## src/rtl/apple_spawn_ctrl_pkg.sv

```systemverilog
// ----------------------------------------------------------------------------
// snake_pkg: definitions shared by the apple spawn controller, its bus
// interface and the occupancy lookup.
//   coord_t        - 4-bit playfield row/column index
//   spawn_state_t  - spawn controller FSM states
//   APPLE_RESET_X/Y - apple position held after reset
// ----------------------------------------------------------------------------
package snake_pkg;

    typedef logic [3:0] coord_t;

    typedef enum logic [1:0] {
        IDLE  = 2'd0,
        PROBE = 2'd1,
        FULL  = 2'd2
    } spawn_state_t;

    localparam coord_t APPLE_RESET_X = 4'd12;
    localparam coord_t APPLE_RESET_Y = 4'd12;

endpackage

```

## src/rtl/apple_spawn_ctrl_if.sv

```systemverilog
// ----------------------------------------------------------------------------
// apple_spawn_ctrl_if: request/result bus of the apple spawn controller.
//   spawn_req            - request to place a new apple
//   rand_x, rand_y       - random candidate row / column
//   RedPixels, GrnPixels - playfield occupancy, indexed [row][col]
//   apple_x, apple_y     - placed apple row / column
//   apple_valid          - apple_x/apple_y hold a placed apple
//   busy                 - a search is in progress
//   spawn_done           - one-cycle pulse when a request completes
//   board_full           - the last request found no free cell
//   spawn_count          - successful placements, saturating at 255
//                          (only when APPLE_SPAWN_COUNT_EN is defined)
// Modports: master drives requests (game logic), slave is the controller.
// ----------------------------------------------------------------------------
interface apple_spawn_ctrl_if;
    import snake_pkg::*;

    logic               spawn_req;
    coord_t             rand_x;
    coord_t             rand_y;
    logic [15:0][15:0]  RedPixels;
    logic [15:0][15:0]  GrnPixels;
    coord_t             apple_x;
    coord_t             apple_y;
    logic               apple_valid;
    logic               busy;
    logic               spawn_done;
    logic               board_full;
`ifdef APPLE_SPAWN_COUNT_EN
    logic [7:0]         spawn_count;

    modport master (
        output spawn_req, rand_x, rand_y, RedPixels, GrnPixels,
        input  apple_x, apple_y, apple_valid, busy, spawn_done, board_full, spawn_count
    );

    modport slave (
        input  spawn_req, rand_x, rand_y, RedPixels, GrnPixels,
        output apple_x, apple_y, apple_valid, busy, spawn_done, board_full, spawn_count
    );
`else
    modport master (
        output spawn_req, rand_x, rand_y, RedPixels, GrnPixels,
        input  apple_x, apple_y, apple_valid, busy, spawn_done, board_full
    );

    modport slave (
        input  spawn_req, rand_x, rand_y, RedPixels, GrnPixels,
        output apple_x, apple_y, apple_valid, busy, spawn_done, board_full
    );
`endif

endinterface

```

## src/rtl/apple_spawn_ctrl_cell_lookup.sv

```systemverilog
// ----------------------------------------------------------------------------
// cell_lookup: combinational occupancy test for one playfield cell.
//   i_red, i_grn - playfield pixel planes, indexed [row][col]
//   i_row, i_col - cell to test
//   o_free       - 1 when neither plane lights the cell
// ----------------------------------------------------------------------------
module cell_lookup
    import snake_pkg::*;
(
    input  logic [15:0][15:0] i_red,
    input  logic [15:0][15:0] i_grn,
    input  coord_t            i_row,
    input  coord_t            i_col,
    output logic              o_free
);

    assign o_free = ~(i_red[i_row][i_col] | i_grn[i_row][i_col]);

endmodule

```

## src/rtl/apple_spawn_ctrl.sv

```systemverilog
// ----------------------------------------------------------------------------
// apple_spawn_ctrl: finds a free playfield cell for a new apple.
// A request loads a cursor from the random candidate and walks the board
// (column first, carry into row, wrapping at (15,15)) one cell per cycle
// until a free cell is found or MAX_PROBES cells have been rejected.
//   clk    - clock, rising edge
//   reset  - asynchronous, active-high reset
//   bus    - apple_spawn_ctrl_if.slave (request, playfield, results)
// Parameter MAX_PROBES (1..256): cells probed per request before giving up.
// Optional feature: define APPLE_SPAWN_COUNT_EN to add bus.spawn_count.
// ----------------------------------------------------------------------------
module apple_spawn_ctrl
    import snake_pkg::*;
#(
    parameter int unsigned MAX_PROBES = 256
) (
    input  logic               clk,
    input  logic               reset,
    apple_spawn_ctrl_if.slave  bus
);

    localparam logic [7:0] LastProbe = 8'(MAX_PROBES - 1);

    spawn_state_t r_state;
    logic [7:0]   r_cursor;     // {row, col}; a plain +1 walks columns first
    logic [7:0]   r_probe_cnt;
    coord_t       r_apple_x;
    coord_t       r_apple_y;
    logic         r_apple_valid;
    logic         r_spawn_done;
    logic         r_board_full;
    logic         w_free;

    cell_lookup u_cell_lookup (
        .i_red  (bus.RedPixels),
        .i_grn  (bus.GrnPixels),
        .i_row  (r_cursor[7:4]),
        .i_col  (r_cursor[3:0]),
        .o_free (w_free)
    );

    always_ff @(posedge clk or posedge reset) begin
        if (reset) begin
            r_state       <= IDLE;
            r_cursor      <= 8'd0;
            r_probe_cnt   <= 8'd0;
            r_apple_x     <= APPLE_RESET_X;
            r_apple_y     <= APPLE_RESET_Y;
            r_apple_valid <= 1'b0;
            r_spawn_done  <= 1'b0;
            r_board_full  <= 1'b0;
        end else begin
            r_spawn_done <= 1'b0;
            unique case (r_state)
                IDLE: begin
                    if (bus.spawn_req) begin
                        r_cursor      <= {bus.rand_x, bus.rand_y};
                        r_probe_cnt   <= 8'd0;
                        r_apple_valid <= 1'b0;
                        r_board_full  <= 1'b0;
                        r_state       <= PROBE;
                    end
                end
                PROBE: begin
                    if (w_free) begin
                        r_apple_x     <= r_cursor[7:4];
                        r_apple_y     <= r_cursor[3:0];
                        r_apple_valid <= 1'b1;
                        r_spawn_done  <= 1'b1;
                        r_state       <= IDLE;
                    end else if (r_probe_cnt == LastProbe) begin
                        r_state <= FULL;
                    end else begin
                        r_cursor    <= r_cursor + 8'd1;
                        r_probe_cnt <= r_probe_cnt + 8'd1;
                    end
                end
                FULL: begin
                    r_board_full <= 1'b1;
                    r_spawn_done <= 1'b1;
                    r_state      <= IDLE;
                end
                default: r_state <= IDLE;
            endcase
        end
    end

`ifdef APPLE_SPAWN_COUNT_EN
    logic [7:0] r_spawn_count;

    always_ff @(posedge clk or posedge reset) begin
        if (reset) begin
            r_spawn_count <= 8'd0;
        end else if ((r_state == PROBE) && w_free && (r_spawn_count != 8'hFF)) begin
            r_spawn_count <= r_spawn_count + 8'd1;
        end
    end

    assign bus.spawn_count = r_spawn_count;
`endif

    assign bus.apple_x     = r_apple_x;
    assign bus.apple_y     = r_apple_y;
    assign bus.apple_valid = r_apple_valid;
    assign bus.spawn_done  = r_spawn_done;
    assign bus.board_full  = r_board_full;
    assign bus.busy        = (r_state != IDLE);

endmodule

```

## src/flat_wrapper.sv

```systemverilog
// flat-port wrapper written by rule: the top's interface ports become plain ports
module apple_spawn_ctrl_flat import snake_pkg::*;
#(
    parameter int unsigned MAX_PROBES = 256
)
  (clk, reset, bus_spawn_req, bus_rand_x, bus_rand_y, bus_RedPixels, bus_GrnPixels, bus_apple_x, bus_apple_y, bus_apple_valid, bus_busy, bus_spawn_done, bus_board_full);
  apple_spawn_ctrl_if bus_i ();
  input  logic clk;
  input  logic reset;
  input wire logic [$bits(bus_i.spawn_req)-1:0] bus_spawn_req;
  input wire logic [$bits(bus_i.rand_x)-1:0] bus_rand_x;
  input wire logic [$bits(bus_i.rand_y)-1:0] bus_rand_y;
  input wire logic [$bits(bus_i.RedPixels)-1:0] bus_RedPixels;
  input wire logic [$bits(bus_i.GrnPixels)-1:0] bus_GrnPixels;
  output wire logic [$bits(bus_i.apple_x)-1:0] bus_apple_x;
  output wire logic [$bits(bus_i.apple_y)-1:0] bus_apple_y;
  output wire logic [$bits(bus_i.apple_valid)-1:0] bus_apple_valid;
  output wire logic [$bits(bus_i.busy)-1:0] bus_busy;
  output wire logic [$bits(bus_i.spawn_done)-1:0] bus_spawn_done;
  output wire logic [$bits(bus_i.board_full)-1:0] bus_board_full;
  assign bus_i.spawn_req = bus_spawn_req;
  assign bus_i.rand_x = bus_rand_x;
  assign bus_i.rand_y = bus_rand_y;
  assign bus_i.RedPixels = bus_RedPixels;
  assign bus_i.GrnPixels = bus_GrnPixels;
  assign bus_apple_x = bus_i.apple_x;
  assign bus_apple_y = bus_i.apple_y;
  assign bus_apple_valid = bus_i.apple_valid;
  assign bus_busy = bus_i.busy;
  assign bus_spawn_done = bus_i.spawn_done;
  assign bus_board_full = bus_i.board_full;
  apple_spawn_ctrl #(.MAX_PROBES(MAX_PROBES)) u_core (.clk(clk), .reset(reset), .bus(bus_i));
endmodule
```

## config.mk

```make
export PLATFORM = sky130hd
export DESIGN_NAME = apple_spawn_ctrl_flat
export DESIGN_NICKNAME = d
export VERILOG_FILES = /design/src/rtl/apple_spawn_ctrl_pkg.sv /design/src/rtl/apple_spawn_ctrl_if.sv /design/src/rtl/apple_spawn_ctrl_cell_lookup.sv /design/src/rtl/apple_spawn_ctrl.sv /design/src/flat_wrapper.sv
export SDC_FILE = /design/constraint.sdc
export NUM_CORES = 1
export LEC_CHECK = 0
export BUFFER_PORTS_ARGS = -buffer_cell sky130_fd_sc_hd__buf_2
export CAP_MARGIN = 20
export CORE_AREA = 2 2 207 209
export DETAILED_ROUTE_END_ITERATION = 8
export DIE_AREA = 0 0 209 211
export SETUP_SLACK_MARGIN = 0.2
export SYNTH_ARGS = -nofsm -noshare
export SYNTH_HDL_FRONTEND = slang
export SYNTH_SLANG_ARGS = --single-unit
```

## constraint.sdc

```tcl
create_clock -name clk -period 3 [get_ports clk]
set_input_delay 0.45 -clock clk [delete_from_list [all_inputs] [get_ports clk]]
set_output_delay 0.45 -clock clk [all_outputs]
set_load 0.02 [all_outputs]
```

Word level (Yosys, flattened, before mapping) --
Cells that the tools add are included.
Storage, ports and cells: output and inout bits 12, bits in registers 29, bits of input ports 523, word-level logic and storage cells 57
Cells by class: bitwise operators 2, eq/ne operators 8, muxes and demuxes 26, add/subtract/negate cells 2, $lt $le $gt $ge 2, reduce and logical (&&, ||, !) cells 9
Operators with widths (number):
- $bmux W16 S4 | 2
- $mux W8 | 6
- $mux W16 | 2
- $pmux W8 S2 | 2
- $add A8 B1 Y8 const B | 2
- $lt A4 B5 Y1 const B | 2
- $bmux W1 S4 | 2
- $eq A8 B8 Y1 const B | 1
- $ne A2 B2 Y1 const B | 4
- $mux W2 | 3
- $pmux W1 S2 | 3
- $reduce_and A2 Y1 | 3
- $reduce_bool A2 Y1 | 3
- $mux W1 | 5
- $pmux W2 S2 | 1
- $reduce_and A4 Y1 | 1
- $ne A3 B2 Y1 const B | 1
- $reduce_and A3 Y1 | 1
- $eq A2 B1 Y1 const B | 1
- $eq A2 B2 Y1 const B | 1
- $logic_not A2 Y1 | 1
- $not A1 Y1 | 1
- $or A1 B1 Y1 | 1

Depth between registers and ports, before layout --
Gate-level depths: netlist of run 1.
word-level depth 7, gate-level depth with buffers 14, gate-level depth less buffers 9

By module --
Synthesis of run 1 repeated with hierarchy kept, for this count alone.
Unflattened totals: cells, all modules 708, area total of the unflattened synthesis 4568.1 um^2
By module, submodules not included:
- cell_lookup | area each 3050.4 um^2, times used 1, sequential area each 0.0 um^2, cells an instance 558
- apple_spawn_ctrl | area each 1517.7 um^2, times used 1, sequential area each 730.7 um^2, cells an instance 150

Worst setup path before layout of run 1 --
OpenSTA, ideal clock, no wires.
kind reg2reg, start point register u_core.r_cursor[5], end point register u_core.r_apple_y[0], in the netlist u_core.bus.apple_y[0], slack 95 ps, path buffers 4, stages on the path, launching flop included 14, setup time 125 ps, required time 2875 ps, clock period less this slack 2905 ps, arrival 2781 ps, cell sequence dfrtp_1 -> buf_6 -> buf_6 -> buf_6 -> nor3_1 -> o32ai_1 -> a2111oi_0 -> a211oi_1 -> nor4b_2 -> nor2_1 -> a31o_2 -> buf_6 -> nor2_8 -> mux2_2
On the way: longest elaborated chain between the ends 7, elaborated cells between the ends (all ways) 11, classes of those cells mux (8); bitwise (2); reduce/logical (1)
RTL lines:
- start: declaration | line apple_spawn_ctrl.sv:25 | logic [7:0] r_cursor;
- start signal: assignment | line apple_spawn_ctrl.sv:57 | r_cursor <= {bus.rand_x, bus.rand_y};
- start signal: assignment | line apple_spawn_ctrl.sv:74 | r_cursor <= r_cursor + 8'd1;
- $bmux W16 S4 | line apple_spawn_ctrl_cell_lookup.sv:17 | assign o_free = ~(i_red[i_row][i_col] | i_grn[i_row][i_col]);
- $mux W16 (implied by the code) | line apple_spawn_ctrl_cell_lookup.sv:17
- $bmux W1 S4 | line apple_spawn_ctrl_cell_lookup.sv:17
- $mux W1 (implied by the code) | line apple_spawn_ctrl_cell_lookup.sv:17
- $or A1 B1 Y1 * | line apple_spawn_ctrl_cell_lookup.sv:17
- $not A1 Y1 (no line) *
- $reduce_and A2 Y1 (no line) *
- end signal: assignment | line apple_spawn_ctrl.sv:67 | r_apple_y <= r_cursor[3:0];
- end: declaration | line apple_spawn_ctrl.sv:28 | coord_t r_apple_y;
Mark *: on every way between the ends. The rest lies on a longest branch, timed or not. The select of a mux whose other input is x is not followed. A chain may end at the register's enable or synchronous reset.

Final worst setup path of run 1 --
start point register u_core.r_cursor[5], end point register u_core.r_probe_cnt[2]
On the way: longest elaborated chain between the ends 7, elaborated cells between the ends (all ways) 11, classes of those cells eq/ne (1); mux (8); bitwise (1); reduce/logical (1)
RTL lines:
- $bmux W16 S4 | line apple_spawn_ctrl_cell_lookup.sv:17
- $mux W16 (implied by the code) | line apple_spawn_ctrl_cell_lookup.sv:17
- $bmux W1 S4 | line apple_spawn_ctrl_cell_lookup.sv:17
- $mux W1 (implied by the code) | line apple_spawn_ctrl_cell_lookup.sv:17
- $or A1 B1 Y1 * | line apple_spawn_ctrl_cell_lookup.sv:17
- $ne A2 B2 Y1 (no line) *
- $reduce_and A4 Y1 (no line) *
- end signal: assignment | line apple_spawn_ctrl.sv:75 | r_probe_cnt <= r_probe_cnt + 8'd1;
- end: declaration | line apple_spawn_ctrl.sv:26 | logic [7:0] r_probe_cnt;
Marks and branches as above.

==> results of run 1 <==
worst max-delay path by stage:
stage / endpoint / start / slack, ns
after global routing: u_core.r_probe_cnt[3] / u_core.r_cursor[5] / -0.35
after floorplan: u_core.bus.apple_y[0] / u_core.r_cursor[5] / 0.11
after global placement: u_core.bus.apple_y[0] / u_core.r_cursor[5] / -0.60
final: u_core.r_probe_cnt[2] / u_core.r_cursor[5] / -0.26
after detailed placement: u_core.bus.apple_y[1] / u_core.r_cursor[5] / -0.59
after CTS: u_core.r_probe_cnt[3] / u_core.r_cursor[6] / -0.30
repair_timing:
| item | in CTS | in global routing |
|---|---|---|
| gates resized for setup | 93 | 70 |
| endpoints found under the setup margin | 28 | 28 |
| gates cloned | 4 | 0 |
| buffers inserted | 14 | 13 |
| pin swaps | 20 | 39 |
worst max-delay path, cell delays in order (launching register included):
cell and delay, ns:
dfrtp_4 0.48, buf_12 0.16, buf_8 0.14, buf_16 0.14, or3_4 0.39, o31ai_4 0.08
o32ai_4 0.15, or3_1 0.32, and4_1 0.20, a31o_4 0.23, a31o_4 0.29, buf_6 0.14
buf_4 0.13, a31o_2 0.23, o211ai_1 0.08
synthesized netlist by cell type, drive strengths merged, types with 12 or more instances:
master	n
o311ai	18
buf	35
nor4	14
nor2	144
nor3	122
inv	12
or3	16
dfrtp	25
nand2	17
o22ai	25
mux4	15
nand3	13
a21oi	35
o21ai	35
clkbuf	22
sequential cells by signal, indices dropped and copies added (netlist names):
name                    cells
u_core.bus.apple_valid      1
u_core.bus.apple_x          4
u_core.bus.apple_y          4
u_core.bus.board_full       1
u_core.bus.spawn_done       1
u_core.r_cursor             8
u_core.r_probe_cnt          8
u_core.r_state              2
logic make-up after synthesis:
family	share of synthesized area [%]
and+or+nand+nor	36.3
adders and majority gates	1.29
DFF	15.0
muxes	9.50
AOI/OAI and AO/OA	30.7
buffers and inverters	7.26
final cells by class:
| cell class | instances | area, um^2 |
|---|---|---|
| Tap cell | 539 | 674 |
| Timing Repair Buffer | 706 | 4290 |
| Fill cell | 4642 | 31300 |
| Clock inverter | 3 | 17.5 |
| Antenna cell | 6 | 15.0 |
| Clock buffer | 5 | 125 |
| Inverter | 13 | 66.3 |
| Sequential cell | 29 | 741 |
| Multi-Input combinational cell | 607 | 4550 |
layer usage:
metal	part of all wire [%]	GRT usage [%]
met1	43	24.9
met2	49	35.0
met3	5.5	3.00
met4	2.2	3.42
met5	0.15	0
power breakdown:
group | total [W] | internal [W] | switching (W)
sequential | 0.000725 | 0.000570 | 0.000155
combinational | 0.00822 | 0.00393 | 0.00429
clock | 0.000485 | 0.000303 | 0.000182
total | 0.00943 | 0.00481 | 0.00462
stage by stage:
| step | util (%) | worst slack [ns] | power [W] |
|---|---|---|---|
| after CTS | 23.9 | -0.297 | 0.00888 |
| after detailed placement | 22.2 | -0.587 | 0.00738 |
| after floorplan | - | 0.109 | 0.00396 |
| final | 25.1 | -0.265 | 0.00943 |
| after global placement | 22.2 | -0.598 | 0.00735 |
| after global routing | 25.1 | -0.350 | 0.00999 |
==> summary.txt, run 1 <==
Floorplanning
  – Die height: 211 um
  – Initial core utilization: 11.6%
  – Core area: 41800 um^2
  – Top Ports: 535
  – Die width: 209 um
  – Row Count: 75
  – Die area: 44100 um^2

Run
  – # Max-Cap Violations: 0

Worst setup path
  – RR Endpoint: u_core.r_probe_cnt[2]
  – Startpoint types: register
  – FF-to-FF Start: u_core.r_cursor[5]
  – Register-to-Register Path Depth: 14
  – WS Path Type: reg -> reg
  – CP max FO: 6
  – Critical Path Sink Type: register
  – Arrival time at the worst endpoint: 3.46 ns
  – Worst Path Required: 3.19 ns
  – Slack of the worst reg-to-reg path: -0.26 ns

Cells and area
  – Fin nets: 1890
  – Most frequent cells in the layout: 534 x buf_2, 141 x nor2_1, 138 x buf_4, 88 x nor3_1, 28 x a21oi_1
  – Most common cell after layout, fill and taps aside: buf_2
  – Non-filler cells, final: 1908
  – Area delta synth->final: 116%
  – Share of layout cells above drive strength 1: 63.3%
  – Fin area: 10500 um^2

Clock tree
  – CTS Sinks: 29
  – CTS tree: built
  – Latest clock arrival within the worst-skew pair: 0.28 ns
  – Clock buffer depth: 2
  – Reg clk slew, reported paths: 0.05 ns
  – Hold_buf cts: 0
  – H-tree lvl count: 2
  – TritonCTS buffer count: 5
  – CTS root buf: clkbuf_16

Logic synthesis
  – Sequential fraction of the synthesis area: 15.0%
  – Synth Net Count: 1233
  – Yosys cell types: 80
  – Yosys reg bits: 29
  – Largest area contributor in the netlist: dfrtp_1
  – Area contributors post-synth: dfrtp_1 13%, nor3_1 12%, nor2_1 11%
  – Post-Syn Area: 4860 um^2
  – Most common flop cell mapped by yosys: dfrtp_1
  – Async SR Flop Fraction: 100%
  – Synthesized area per cell: 6.89 um^2
  – Post-synth EDFFs: 0
  – Post-Syn Instances: 705
  – Yosys top cell area share: 12.9%
  – Ys Warns: 0

Timing
  – Setup repair after global routing missed its margin: true
  – Max-slew violation count: 0
  – Endpoints failing setup: 27
  – Final setup margin: -0.265 ns
  – Slew @ Worst Pin: 0.872 ns
  – Slew headroom: 41.8%
  – Min Clock Period, post-route: 3.26 ns
  – Setup_tns: -4.42 ns
  – Max Fclk: 306 MHz
  – Final period util: 109%
  – Setup Skew: 0.00403 ns
  – Hold Vio Cnt, Final: 0
  – WHS: 0.359 ns

Detailed routing
  – Mean number of vias per cell: 4.55
  – Drt drc: 0
  – Post-DRT Antenna Nets: 0
  – Vias post-DR: 8684
  – DRT Pass-1 Iters: 5
  – Routed WL: 45200 um
  – Drt wl/cell: 23.7 um
  – 1st-iter DRT viols: 552

Run status
  – Status: finished with violations
  – Failing checks: setup timing

Placement
  – Placement Cell Area: 9250 um^2
  – Placed cells: 1863
  – Port bufs: 534
  – HPWL Detailed: 39200 um
  – GPL Wtd Cong: 0.976

GRT
  – Pin count of the biggest net entering global routing: 26
  – Number of global-route vias before repair: 8849
  – Global-route wire length before repair: 61800 um
  – Initial antenna violation count: 18
  – GRT Total Usage: 19.5%
  – Overflow after GRT: 0

Pwr
  – P per Cell Area: 900 nW/um^2
  – Leak: 4.82 nW
  – Peak VDD IR: 0.417 mV

Min path
  – Worst Hold Class: in -> async
Note: power is estimated with default switching activity, not from simulation.
==> run 2: changes to the inputs <==
--- a/config.mk
+++ b/config.mk
@@ -5,11 +5,12 @@
 export SDC_FILE = /design/constraint.sdc
 export NUM_CORES = 1
 export LEC_CHECK = 0
+export ABC_AREA = 1
 export BUFFER_PORTS_ARGS = -buffer_cell sky130_fd_sc_hd__buf_2
 export CAP_MARGIN = 20
-export CORE_AREA = 2 2 207 209
+export CORE_AREA = 2 2 209 211
 export DETAILED_ROUTE_END_ITERATION = 8
-export DIE_AREA = 0 0 209 211
+export DIE_AREA = 0 0 211 213
 export SETUP_SLACK_MARGIN = 0.2
 export SYNTH_ARGS = -nofsm -noshare
 export SYNTH_HDL_FRONTEND = slang
==> summary.txt, run 2 <==
Run status
  – Status: finished clean (was finished with violations)

Timing
  – Final period util: 89.9% (was 109%)
  – Setup Skew: 0.00576 ns (was 0.00403 ns)
  – Endpoints failing setup: 0 (was 27)
  – Slew headroom: 44.2% (was 41.8%)
  – Slew @ Worst Pin: 0.836 ns (was 0.872 ns)
  – Setup repair after global routing missed its margin: true (unchanged)
  – Hold Vio Cnt, Final: 0 (unchanged)
  – Setup_tns: 0 ns (was -4.42 ns)
  – Final setup margin: 0.302 ns (was -0.265 ns)
  – Max-slew violation count: 0 (unchanged)
  – Max Fclk: 371 MHz (was 306 MHz)
  – Min Clock Period, post-route: 2.70 ns (was 3.26 ns)
  – WHS: 0.337 ns (was 0.359 ns)

Logic synthesis
  – Yosys top cell area share: 26.6% (was 12.9%)
  – Largest area contributor in the netlist: nand2_1 (was dfrtp_1)
  – Post-Syn Area: 8960 um^2 (was 4860 um^2)
  – Synth cell count leaders: 634 x nand2_1, 430 x nand3_1, 173 x nor2_1, 148 x o21ai_0, 147 x inv_1 (was 143 x nor2_1, 121 x nor3_1, 34 x a21oi_1, 34 x o21ai_0)
  – Ys Warns: 0 (unchanged)
  – Synthesized area per cell: 4.82 um^2 (was 6.89 um^2)
  – Async SR Flop Fraction: 100% (unchanged)
  – Area contributors post-synth: nand2_1 27%, nand3_1 24%, o21ai_0 8.3% (was dfrtp_1 13%, nor3_1 12%, nor2_1 11%)
  – Yosys cell types: 34 (was 80)
  – Synth Net Count: 2387 (was 1233)
  – Post-synth EDFFs: 0 (unchanged)
  – Post-Syn Instances: 1859 (was 705)
  – Yosys reg bits: 29 (unchanged)
  – Sequential fraction of the synthesis area: 8.15% (was 15.0%)
  – Most common flop cell mapped by yosys: dfrtp_1 (unchanged)
  – Cell with the most instances after synthesis: nand2_1 (was nor2_1)

Worst setup path
  – Top delay family on crit path: simple AND/OR/NAND/NOR gates (was compound AO/OA/AOI/OAI gates)
  – Register-to-Register Path Depth: 16 (was 14)
  – CP max stage cell: dfrtp_4 (unchanged)
  – CP max FO: 9 (was 6)
  – RR Endpoint: u_core.r_probe_cnt[4] (was u_core.r_probe_cnt[2])
  – Number of buffers and inverters on the critical path: 3 (was 5)
  – FF-to-FF Start: u_core.r_cursor[4] (was u_core.r_cursor[5])
  – Critical Path Sink Type: register (unchanged)
  – Biggest cell delay along the critical path: 0.57 ns (was 0.48 ns)
  – Slack of the worst reg-to-reg path: 0.30 ns (was -0.26 ns)
  – Arrival time at the worst endpoint: 2.87 ns (was 3.46 ns)
  – WS Path Type: reg -> reg (unchanged)
  – Worst Path Required: 3.17 ns (was 3.19 ns)
  – Most frequent CP cell: nand3_1 (was a31o_4)
  – Startpoint types: register (unchanged)
  – Worst path cell trace: buf_4 > clkbuf_16 > or2_2 > nand3_1 > nand3_2 > nand3_4 > nand3_1 > nand3_1 > nand2_1 > nor2_1 > nand2_1 > nand3_2 > nand3_4 > buf_4 > nand3_1 > nand2_1 (was buf_12 > buf_8 > buf_16 > or3_4 > o31ai_4 > o32ai_4 > or3_1 > and4_1 > a31o_4 > a31o_4 > buf_6 > buf_4 > a31o_2 > o211ai_1)

Detailed routing
  – Drt drc: 0 (unchanged)
  – Routed WL: 51500 um (was 45200 um)
  – Drt wl/cell: 17.9 um (was 23.7 um)
  – Vias post-DR: 14000 (was 8684)
  – DRT Pass-1 Iters: 5 (unchanged)
  – Mean number of vias per cell: 4.86 (was 4.55)
  – 1st-iter DRT viols: 964 (was 552)
  – Post-DRT Antenna Nets: 0 (unchanged)

Placement
  – Post-place setup slack: 0.161 ns (was -0.587 ns)
  – GPL Wtd Cong: 0.899 (was 0.976)
  – HPWL Detailed: 40600 um (was 39200 um)
  – Port bufs: 534 (unchanged)

Floorplanning
  – Initial core utilization: 21.0% (was 11.6%)
  – Die height: 213 um (was 211 um)
  – Die width: 211 um (was 209 um)
  – Core area: 42700 um^2 (was 41800 um^2)
  – Row Count: 76 (was 75)
  – Die area: 44900 um^2 (was 44100 um^2)
  – Top Ports: 535 (unchanged)

Pwr
  – Peak VDD IR: 0.472 mV (was 0.417 mV)
  – Switching Share: 60.4% (was 49.0%)
  – Leak: 7.13 nW (was 4.82 nW)
  – Tot Pwr: 0.0121 W (was 0.00943 W)
  – P per Cell Area: 948 nW/um^2 (was 900 nW/um^2)
  – Clock share of power: 4.9% (was 5.1%)
  – Combinational share of power: 89.1% (was 87.2%)
  – Seq pwr share: 6.0% (was 7.7%)
  – Pint: 0.00479 W (was 0.00481 W)
  – Total net switching power: 0.00732 W (was 0.00462 W)

Min path
  – Worst Hold Class: in -> async (unchanged)

Clock tree
  – CTS Sinks: 29 (unchanged)
  – TritonCTS buffer count: 5 (unchanged)
  – Hold_buf cts: 0 (unchanged)
  – CTS tree: built (unchanged)
  – Latest clock arrival within the worst-skew pair: 0.28 ns (about the same)
  – Clock buffer depth: 2 (unchanged)
  – Reg clk slew, reported paths: 0.05 ns (about the same)
  – H-tree lvl count: 2 (unchanged)
  – CTS root buf: clkbuf_16 (unchanged)

Cells and area
  – Area delta synth->final: 42.6% (was 116%)
  – Most frequent cells in the layout: 629 x nand2_1, 534 x buf_2, 424 x nand3_1, 173 x nor2_1 (was 534 x buf_2, 141 x nor2_1, 138 x buf_4, 88 x nor3_1, 28 x a21oi_1)
  – Most common cell after layout, fill and taps aside: nand2_1 (was buf_2)
  – Share of layout cells above drive strength 1: 28.2% (was 63.3%)
  – Fin nets: 2857 (was 1890)
  – Regs by FF count: u_core.r_cursor (8), u_core.r_probe_cnt (8) (unchanged)
  – Final core occ: 29.9% (was 25.1%)

Run
  – # Max-Cap Violations: 0 (unchanged)

GRT
  – GRT Total Usage: 21.0% (was 19.5%)
  – Number of global-route vias before repair: 13000 (was 8849)
  – Overflow after GRT: 0 (unchanged)
  – Global-route wire length before repair: 73000 um (was 61800 um)
  – Initial antenna violation count: 7 (was 18)
  – Pin count of the biggest net entering global routing: 94 (was 26)
==> run 2: changes by cell type after synthesis, sizes merged, moves of 22 or more <==
cell / delta
o211ai: +22
o21ai: +132
inv: +137
o22ai: -24
nand3: +420
buf: +71
nor2: +29
nand2: +618
nor3: -113
==> run 2: how the worst max path moves through the flow <==
stage / from / end / slack [ns] / depth (start not counted)
floorplan: u_core.r_cursor[4] / u_core.bus.apple_y[0] / 0.88 / 17
global placement: u_core.r_cursor[4] / u_core.r_probe_cnt[4] / 0.15 / 16
detailed placement: u_core.r_cursor[4] / u_core.r_probe_cnt[0] / 0.16 / 16
CTS: u_core.r_cursor[4] / u_core.r_probe_cnt[4] / 0.22 / 16
global route: u_core.r_cursor[4] / u_core.r_probe_cnt[3] / 0.11 / 19
finish: u_core.r_cursor[4] / u_core.r_probe_cnt[4] / 0.30 / 16
==> run 2: through the flow <==
step	area, um^2	instances
6_report	12800	2879
5_1_grt	12800	2878
4_1_cts	12500	2863
3_5_place_dp	12300	2855
3_3_place_gp	12300	2855
2_1_floorplan	8960	1859
==> run 2: area by class of cell <==
type	count	area [um^2]
Antenna cell	3	7.51
Clock buffer	6	139
Clock inverter	2	37.5
Fill cell	5030	29900
Inverter	152	593
Multi-Input combinational cell	1533	6970
Sequential cell	29	743
Tap cell	546	683
Timing Repair Buffer	608	3600
==> run 2: logic make-up after synthesis <==
kind of cell	count (synthesis)	synth area share (%)
muxes	1	0.112
adders and majority gates	5	0.698
AOI/OAI and AO/OA	224	13.4
buffers and inverters	297	14.6
xor gates and xnor gates	6	0.586
DFF	29	8.15
and+or+nand+nor	1297	62.4
==> run 2: metal layers <==
layer | share of wire (%) | vias to the layer above | GRT usage (%)
met5 | 0.047 | - | 0
met4 | 2.0 | 4 | 4.32
met3 | 5.6 | 59 | 1.96
met2 | 50 | 599 | 39.5
met1 | 42 | 6336 | 25.8
li1 | - | 6982 | -
==> run 2: power by group through the flow <==
stage                     Clock, W  Combinational, W  Sequential, W
after floorplan                  0           0.00692       0.000677
after global placement           0            0.0103       0.000722
after detailed placement         0            0.0103       0.000719
after CTS                 0.000593            0.0104       0.000715
after global routing      0.000610            0.0120       0.000743
final                     0.000593            0.0108       0.000728
==> run 2: timing repair <==
| item | 4_1_cts | 5_1_grt |
|---|---|---|
| endpoints found under the setup margin | 21 | 28 |
| cloned | 0 | 5 |
| pin swaps | 0 | 7 |
| buffers inserted | 0 | 8 |
| resized for setup | 2 | 24 |
